## config.mk

```make
export PLATFORM = sky130hd
export DESIGN_NAME = sal_cmd_sched
export DESIGN_NICKNAME = d
export VERILOG_FILES = /design/src/rtl/sal_sched_pkg.sv /design/src/rtl/sal_rr_arbiter.sv /design/src/rtl/sal_timing_cnt.sv /design/src/rtl/sal_cmd_sched.sv
export SDC_FILE = /design/constraint.sdc
export NUM_CORES = 1
export LEC_CHECK = 0
export BUFFER_PORTS_ARGS = -buffer_cell sky130_fd_sc_hd__buf_4
export CELL_PAD_IN_SITES_DETAIL_PLACEMENT = 1
export CELL_PAD_IN_SITES_GLOBAL_PLACEMENT = 1
export CORE_UTILIZATION = 30
export DETAILED_ROUTE_END_ITERATION = 7
export GPL_TIMING_DRIVEN = 0
export MAX_ROUTING_LAYER = met4
export PLACE_DENSITY_LB_ADDON = 0.15
export SYNTH_ARGS = -nofsm -noshare
export SYNTH_HDL_FRONTEND = slang
export SYNTH_SLANG_ARGS = --single-unit
```

## constraint.sdc

```tcl
create_clock -name clk -period 5.05 [get_ports clk]
set_input_delay 0.2525 -clock clk [delete_from_list [all_inputs] [get_ports clk]]
set_output_delay 0.2525 -clock clk [all_outputs]
set_load 0.05 [all_outputs]
```

## src/rtl/sal_sched_pkg.sv

```systemverilog
// sal_sched_pkg: shared definitions for the per-channel command scheduler.
//   cmd_t          - DRAM command bus encoding driven on cmd_o
//   cls_t          - request classes; a lower encoding means a higher priority
//   NUM_CLS        - number of request classes
//   t_load_val()   - converts a minimum spacing t into a down-counter load value
package sal_sched_pkg;

  typedef enum logic [2:0] {
    CMD_NOP = 3'd0,
    CMD_ACT = 3'd1,
    CMD_RD  = 3'd2,
    CMD_WR  = 3'd3,
    CMD_PRE = 3'd4,
    CMD_REF = 3'd5
  } cmd_t;

  // Class priority: REF > RD/WR (CAS) > PRE > ACT.
  typedef enum logic [1:0] {
    CLS_REF = 2'd0,
    CLS_CAS = 2'd1,
    CLS_PRE = 2'd2,
    CLS_ACT = 2'd3
  } cls_t;

  localparam int NUM_CLS = 4;

  // A grant at cycle c must allow the next one at c+t, so the counter holds
  // t-1 after the grant edge; t of 0 or 1 means no blocking at all.
  function automatic logic [31:0] t_load_val(input logic [31:0] t);
    return (t >= 32'd1) ? (t - 32'd1) : 32'd0;
  endfunction

endpackage

```

## src/rtl/sal_rr_arbiter.sv

```systemverilog
// sal_rr_arbiter: combinational round-robin arbiter.
//   req_i  - request vector
//   ptr_i  - index that has highest priority this cycle
//   gnt_o  - one-hot grant (all zero when no request)
//   idx_o  - index of the granted requester
//   vld_o  - some request was granted
module sal_rr_arbiter #(
  parameter  int N  = 4,
  localparam int IW = $clog2(N)
) (
  input  logic [N-1:0]  req_i,
  input  logic [IW-1:0] ptr_i,
  output logic [N-1:0]  gnt_o,
  output logic [IW-1:0] idx_o,
  output logic          vld_o
);

  logic [IW-1:0] cand;
  logic          found;

  // N is a power of two, so ptr+i wraps naturally in IW bits.
  always_comb begin
    gnt_o = '0;
    idx_o = '0;
    cand  = '0;
    found = 1'b0;
    for (int i = 0; i < N; i++) begin
      cand = ptr_i + IW'(i);
      if (!found && req_i[cand]) begin
        found = 1'b1;
        idx_o = cand;
      end
    end
    if (found) begin
      gnt_o[idx_o] = 1'b1;
    end
    vld_o = found;
  end

endmodule

```

## src/rtl/sal_timing_cnt.sv

```systemverilog
// sal_timing_cnt: generic clamped down-counter used as a channel timing gate.
//   clk, rst_n    - clock, asynchronous active-low reset (counter -> RST_VAL)
//   load_i        - load load_val_i this cycle (takes precedence over decrement)
//   load_val_i    - value to load
//   zero_o        - counter currently equals zero (gate open)
module sal_timing_cnt #(
  parameter int         W       = 4,
  parameter logic [W-1:0] RST_VAL = '0
) (
  input  logic         clk,
  input  logic         rst_n,
  input  logic         load_i,
  input  logic [W-1:0] load_val_i,
  output logic         zero_o
);

  logic [W-1:0] count_q, count_d;

  always_comb begin
    count_d = count_q;
    if (load_i) begin
      count_d = load_val_i;
    end else if (count_q != '0) begin
      count_d = count_q - W'(1);
    end
  end

  always_ff @(posedge clk or negedge rst_n) begin
    if (!rst_n) begin
      count_q <= RST_VAL;
    end else begin
      count_q <= count_d;
    end
  end

  assign zero_o = (count_q == '0);

endmodule

```

## src/rtl/sal_cmd_sched.sv

```systemverilog
// sal_cmd_sched: per-channel DRAM command scheduler (responder side of the
// bank-controller request/grant interface).
//   clk, rst_n            - clock, asynchronous active-low reset
//   *_req_i               - per-bank ACT/RD/WR/PRE/REF requests
//   ra_i / ca_i           - per-bank row/column address, bank b at [b*W +: W]
//   t_rrd/ccd/wtr/rtw_i   - minimum command spacing in cycles
//   *_gnt_o               - per-bank combinational grants, at most one bit set
//   cmd_o/cmd_ba_o/cmd_addr_o - registered command bus (one cycle after grant)
// Optional macro SAL_SCHED_PERF_CNT_EN adds 32-bit act/cas/pre/ref command
// counters (act_cnt_o, cas_cnt_o, pre_cnt_o, ref_cnt_o).
module sal_cmd_sched
  import sal_sched_pkg::*;
#(
  parameter  int NUM_BANKS = 4,
  parameter  int RA_W      = 14,
  parameter  int CA_W      = 10,
  parameter  int TW        = 4,
  localparam int BA_W      = $clog2(NUM_BANKS)
) (
  input  logic                      clk,
  input  logic                      rst_n,
  input  logic [NUM_BANKS-1:0]      act_req_i,
  input  logic [NUM_BANKS-1:0]      rd_req_i,
  input  logic [NUM_BANKS-1:0]      wr_req_i,
  input  logic [NUM_BANKS-1:0]      pre_req_i,
  input  logic [NUM_BANKS-1:0]      ref_req_i,
  input  logic [NUM_BANKS*RA_W-1:0] ra_i,
  input  logic [NUM_BANKS*CA_W-1:0] ca_i,
  input  logic [TW-1:0]             t_rrd_i,
  input  logic [TW-1:0]             t_ccd_i,
  input  logic [TW-1:0]             t_wtr_i,
  input  logic [TW-1:0]             t_rtw_i,
  output logic [NUM_BANKS-1:0]      act_gnt_o,
  output logic [NUM_BANKS-1:0]      rd_gnt_o,
  output logic [NUM_BANKS-1:0]      wr_gnt_o,
  output logic [NUM_BANKS-1:0]      pre_gnt_o,
  output logic [NUM_BANKS-1:0]      ref_gnt_o,
`ifdef SAL_SCHED_PERF_CNT_EN
  output logic [31:0]               act_cnt_o,
  output logic [31:0]               cas_cnt_o,
  output logic [31:0]               pre_cnt_o,
  output logic [31:0]               ref_cnt_o,
`endif
  output logic [2:0]                cmd_o,
  output logic [BA_W-1:0]           cmd_ba_o,
  output logic [RA_W-1:0]           cmd_addr_o
);

  logic [BA_W-1:0]      rr_ptr_q, rr_ptr_d;
  cmd_t                 cmd_q, cmd_d;
  logic [BA_W-1:0]      ba_q, ba_d;
  logic [RA_W-1:0]      addr_q, addr_d;

  logic                 rrd_zero, ccd_zero, wtr_zero, rtw_zero;
  logic [NUM_BANKS-1:0] rd_el, wr_el;

  logic [NUM_BANKS-1:0] cls_req [NUM_CLS];
  logic [NUM_BANKS-1:0] cls_gnt [NUM_CLS];
  logic [BA_W-1:0]      cls_idx [NUM_CLS];
  logic [NUM_CLS-1:0]   cls_vld;

  cls_t                 sel_cls;
  logic                 sel_vld;

  // RD is closed by tCCD and tWTR, WR by tCCD and tRTW; REF/PRE are ungated.
  assign rd_el = rd_req_i & {NUM_BANKS{ccd_zero & wtr_zero}};
  assign wr_el = wr_req_i & {NUM_BANKS{ccd_zero & rtw_zero}};

  assign cls_req[CLS_REF] = ref_req_i;
  assign cls_req[CLS_CAS] = rd_el | wr_el;
  assign cls_req[CLS_PRE] = pre_req_i;
  assign cls_req[CLS_ACT] = act_req_i & {NUM_BANKS{rrd_zero}};

  for (genvar c = 0; c < NUM_CLS; c++) begin : g_arb
    sal_rr_arbiter #(.N(NUM_BANKS)) u_arb (
      .req_i (cls_req[c]),
      .ptr_i (rr_ptr_q),
      .gnt_o (cls_gnt[c]),
      .idx_o (cls_idx[c]),
      .vld_o (cls_vld[c])
    );
  end

  // Pick the highest-priority class with an eligible request.
  always_comb begin
    sel_vld = 1'b0;
    sel_cls = CLS_REF;
    for (int c = 0; c < NUM_CLS; c++) begin
      if (!sel_vld && cls_vld[c]) begin
        sel_vld = 1'b1;
        sel_cls = cls_t'(c);
      end
    end
  end

  // Grants are suppressed during reset. Within CAS, RD wins when it is eligible.
  always_comb begin
    act_gnt_o = '0;
    rd_gnt_o  = '0;
    wr_gnt_o  = '0;
    pre_gnt_o = '0;
    ref_gnt_o = '0;
    cmd_d     = CMD_NOP;
    ba_d      = '0;
    addr_d    = '0;
    if (rst_n && sel_vld) begin
      ba_d = cls_idx[sel_cls];
      unique case (sel_cls)
        CLS_REF: begin
          ref_gnt_o = cls_gnt[CLS_REF];
          cmd_d     = CMD_REF;
        end
        CLS_CAS: begin
          addr_d = RA_W'(ca_i[int'(ba_d)*CA_W +: CA_W]);
          if (rd_el[ba_d]) begin
            rd_gnt_o = cls_gnt[CLS_CAS];
            cmd_d    = CMD_RD;
          end else begin
            wr_gnt_o = cls_gnt[CLS_CAS];
            cmd_d    = CMD_WR;
          end
        end
        CLS_PRE: begin
          pre_gnt_o = cls_gnt[CLS_PRE];
          cmd_d     = CMD_PRE;
        end
        CLS_ACT: begin
          act_gnt_o = cls_gnt[CLS_ACT];
          cmd_d     = CMD_ACT;
          addr_d    = ra_i[int'(ba_d)*RA_W +: RA_W];
        end
        default: ;
      endcase
    end
  end

  assign rr_ptr_d = (cmd_d != CMD_NOP) ? (ba_d + BA_W'(1)) : rr_ptr_q;

  always_ff @(posedge clk or negedge rst_n) begin
    if (!rst_n) begin
      rr_ptr_q <= '0;
      cmd_q    <= CMD_NOP;
      ba_q     <= '0;
      addr_q   <= '0;
    end else begin
      rr_ptr_q <= rr_ptr_d;
      cmd_q    <= cmd_d;
      ba_q     <= ba_d;
      addr_q   <= addr_d;
    end
  end

  assign cmd_o      = cmd_q;
  assign cmd_ba_o   = ba_q;
  assign cmd_addr_o = addr_q;

  // Timing values are captured only at load; a running count ignores changes.
  sal_timing_cnt #(.W(TW)) u_rrd (
    .clk, .rst_n,
    .load_i     (cmd_d == CMD_ACT),
    .load_val_i (TW'(t_load_val(32'(t_rrd_i)))),
    .zero_o     (rrd_zero)
  );

  sal_timing_cnt #(.W(TW)) u_ccd (
    .clk, .rst_n,
    .load_i     ((cmd_d == CMD_RD) || (cmd_d == CMD_WR)),
    .load_val_i (TW'(t_load_val(32'(t_ccd_i)))),
    .zero_o     (ccd_zero)
  );

  sal_timing_cnt #(.W(TW)) u_wtr (
    .clk, .rst_n,
    .load_i     (cmd_d == CMD_WR),
    .load_val_i (TW'(t_load_val(32'(t_wtr_i)))),
    .zero_o     (wtr_zero)
  );

  sal_timing_cnt #(.W(TW)) u_rtw (
    .clk, .rst_n,
    .load_i     (cmd_d == CMD_RD),
    .load_val_i (TW'(t_load_val(32'(t_rtw_i)))),
    .zero_o     (rtw_zero)
  );

`ifdef SAL_SCHED_PERF_CNT_EN
  logic [31:0] act_cnt_q, act_cnt_d;
  logic [31:0] cas_cnt_q, cas_cnt_d;
  logic [31:0] pre_cnt_q, pre_cnt_d;
  logic [31:0] ref_cnt_q, ref_cnt_d;

  // Counts follow the command bus, so they trail cmd_o by one cycle.
  always_comb begin
    act_cnt_d = act_cnt_q + 32'((cmd_q == CMD_ACT));
    cas_cnt_d = cas_cnt_q + 32'((cmd_q == CMD_RD) || (cmd_q == CMD_WR));
    pre_cnt_d = pre_cnt_q + 32'((cmd_q == CMD_PRE));
    ref_cnt_d = ref_cnt_q + 32'((cmd_q == CMD_REF));
  end

  always_ff @(posedge clk or negedge rst_n) begin
    if (!rst_n) begin
      act_cnt_q <= '0;
      cas_cnt_q <= '0;
      pre_cnt_q <= '0;
      ref_cnt_q <= '0;
    end else begin
      act_cnt_q <= act_cnt_d;
      cas_cnt_q <= cas_cnt_d;
      pre_cnt_q <= pre_cnt_d;
      ref_cnt_q <= ref_cnt_d;
    end
  end

  assign act_cnt_o = act_cnt_q;
  assign cas_cnt_o = cas_cnt_q;
  assign pre_cnt_o = pre_cnt_q;
  assign ref_cnt_o = ref_cnt_q;
`endif

  // A bank must never ask for RD and WR together; RD would silently win.
  rd_wr_conflict_a : assert property (@(posedge clk) disable iff (!rst_n)
    ((rd_req_i & wr_req_i) == '0));

endmodule
```

==> impl_metrics.tcl <==
set metrics [dict create \
    ys_seq_elements 37 \
    rsz0062_at_grt "no" \
    hpwl_um 10500 \
    ys_warn_count 0 \
    r2r_cells 13 \
    clk_pin_slew_worst_paths_ps 60 \
    reg2reg_from "u_wtr.count_q[0]" \
    start_util 0.309 \
    min_period_over_period 0.921 \
    insertion_delay_ps 280 \
    timing.fmax_mhz 215 \
    grt_start_max_net_pins 45 \
    tns_ps 0 \
    totalWireLength_um 12800 \
    hold_path_class "in2reg" \
    die_h_um 110 \
    synth.top_cell.area_share 0.262 \
    post_synth_num_cell_types 62 \
    cp-end-kind "output pin" \
    hold_viol 0 \
    cp.arrival_ps 4400 \
    power_w 0.00195 \
    dp_slack_ps 709 \
    yosys.area.top_type "dfrtp_1" \
    drtPass1Iterations 4 \
    fp.coreArea_sq_um 11400 \
    portBuffers 172 \
    row_count 39 \
    ctsHtreeMaxLevel 2 \
    ctsLongestPathBuffers 2 \
    wl_per_cell_um 17.1 \
    cp_max_fo 10 \
    power_switching_w 0.000833 \
    drive_gt1_frac 0.371 \
    synthTopCellsByArea "dfrtp_1, mux2i_1, mux2_2" \
    vias 3927 \
    peakVddDrop_mv 0.177 \
    cts_setup_buffers 0 \
    required_ps 4800 \
    crit_type "reg2out" \
    timing.rr.end "u_rtw.count_q[0]" \
    worstMarginPinSlew_ps 735 \
    power.leakage_nw 2.56 \
    intPower_w 0.00112 \
    synthCells 422 \
    routabilityCongestion 0.846 \
    cts_resized 0 \
    power_density_nw_per_um2 379 \
    hold_buffers 1 \
    die_area_sq_um 12200 \
    p_comb_frac 0.607 \
    final_antenna_net_count 0 \
    ys_seq_area_frac 0.262 \
    n_antenna_cell 0 \
    r2r_slack_ps 900 \
    start_kind "register" \
    syn_nets 572 \
    synthArstFlopShare 1.00 \
    slew_viol_final 0 \
    worstSetupEndpoint "rd_gnt_o[1]" \
    synthFlopType "dfrtp_1" \
    antenna_found_initial 0 \
    startpoint "u_wtr.count_q[0]" \
    grt_overflow 0 \
    finalInstanceArea_sq_um 5150 \
    synth_most_common_cell "nor2_1" \
    area_growth_pct 46.0 \
    setup_ws_ps 400 \
    slew-limit-headroom 0.505 \
    cts-root-buf "clkbuf_16" \
    netlist_top_cells_count "nor2_1, dfrtp_1, a21oi_1" \
    io_pins 173 \
    grt_pass1_vias 4215 \
    synth_edf_count 0 \
    post_dp_cell_area_sq_um 5000 \
    clkSinkCount 37 \
    swShare 0.426 \
    cts_tree "built" \
    routed_via_density 5.26 \
    synthesis.area_sq_um 3530 \
    finalSetupViolCount 0 \
    p_seq_frac 0.234 \
    num-fill-cells 1408 \
    drcViolationCount 0 \
    p_clk_frac 0.159 \
    drv_cap 0 \
    final_nets 752 \
    numCtsBuffers 5 \
    avgSynthCellArea_sq_um 8.36 \
    status "finished clean" \
    layout_min_cycle_time_ps 4650 \
    grtUsageTotal 0.218 \
    fin_skew_ps 5.08 \
    drtIter0Drc 98 \
    die_w_um 110 \
    grt_pass1_wl_um 21100 \
]
-- power by group through the flow --
stage	registers, W	clock network, W	logic (W)
final	0.000458	0.000310	0.00119
after global routing	0.000471	0.000333	0.00132
after CTS	0.000459	0.000320	0.00120
after detailed placement	0.000464	0	0.00119
after global placement	0.000457	0	0.00116
after floorplan	0.000457	0	0.000850
-- stage by stage --
stage / cells / hold slack, ps / util
global route: 746 / 194 / 0.451
finish: 746 / 181 / 0.451
global placement: 737 / 285 / 0.438
floorplan: 422 / -43.1 / -
detailed placement: 737 / 290 / 0.438
CTS: 746 / 177 / 0.451
-- area by class of cell --
type	count	area, sq um	share of cell area
plain buffers	20	95.1	0.0185
clock buffers	5	125	0.0243
clock inverters	3	17.5	0.00340
inverters	28	105	0.0204
multi-input cells	337	2400	0.466
flip-flops and latches	37	926	0.180
well taps	143	179	0.0347
repair buffers	173	1300	0.253
-- worst min-delay path by stage --
stage / from / to / cells after the start
global placement: rst_n / u_rrd.count_q[3] / 1
floorplan: rst_n / cmd_addr_o[0] / 0
finish: t_wtr_i[0] / u_wtr.count_q[0] / 2
CTS: t_wtr_i[0] / u_wtr.count_q[0] / 2
detailed placement: rst_n / u_rrd.count_q[3] / 1
global route: t_wtr_i[0] / u_wtr.count_q[0] / 2
-- sequential cells by signal (all words and copies together), names as in the netlist --
register / count
cmd_ba_o: 2
rr_ptr_q: 2
cmd_addr_o: 14
u_ccd.count_q: 4
u_rtw.count_q: 4
cmd_o: 3
u_rrd.count_q: 4
u_wtr.count_q: 4
-- routing by layer --
layer | global-route usage | vias to the layer above | share of wire
met5 | - | - | 0
met2 | 0.389 | 112 | 0.52
met3 | 0.0368 | 10 | 0.046
met1 | 0.258 | 1898 | 0.43
li1 | - | 1907 | -
met4 | 0.0436 | 0 | 0.0088
-- cell usage in the layout, fill, tap and decap left out, types with 11 or more instances in the layout --
master	count
mux2i_1	34
buf_4	173
dfrtp_1	37
nor2_1	62
nand2_1	12
nor3_1	15
inv_1	27
xnor2_1	12
mux2_2	23
ha_1	16
o21ai_0	17
o22ai_1	14
a21oi_1	35
clkbuf_1	11
-- worst max-delay path, stage by stage, from the launching register on --
cell      delay [ps]
dfrtp_1          400
inv_1            130
ha_1             190
nor3b_2          270
buf_2            290
a221oi_1         110
o22a_1           220
a211oi_1         560
a21oi_1          150
a21oi_1          440
mux2_2           440
or3_1            340
buf_2            200
nor3_1           160
buf_4            230
-- kinds of logic after synthesis --
group / Yosys count / share of synthesized area
AO/OA/AOI/OAI: 112 / 0.204
XOR/XNOR: 14 / 0.0347
adder cells (fa/ha/maj): 16 / 0.0567
buffers and inverters: 48 / 0.0567
flip-flops: 37 / 0.262
multiplexers: 62 / 0.193
AND/OR/NAND/NOR: 133 / 0.192
(Power assumes the default switching activity.)
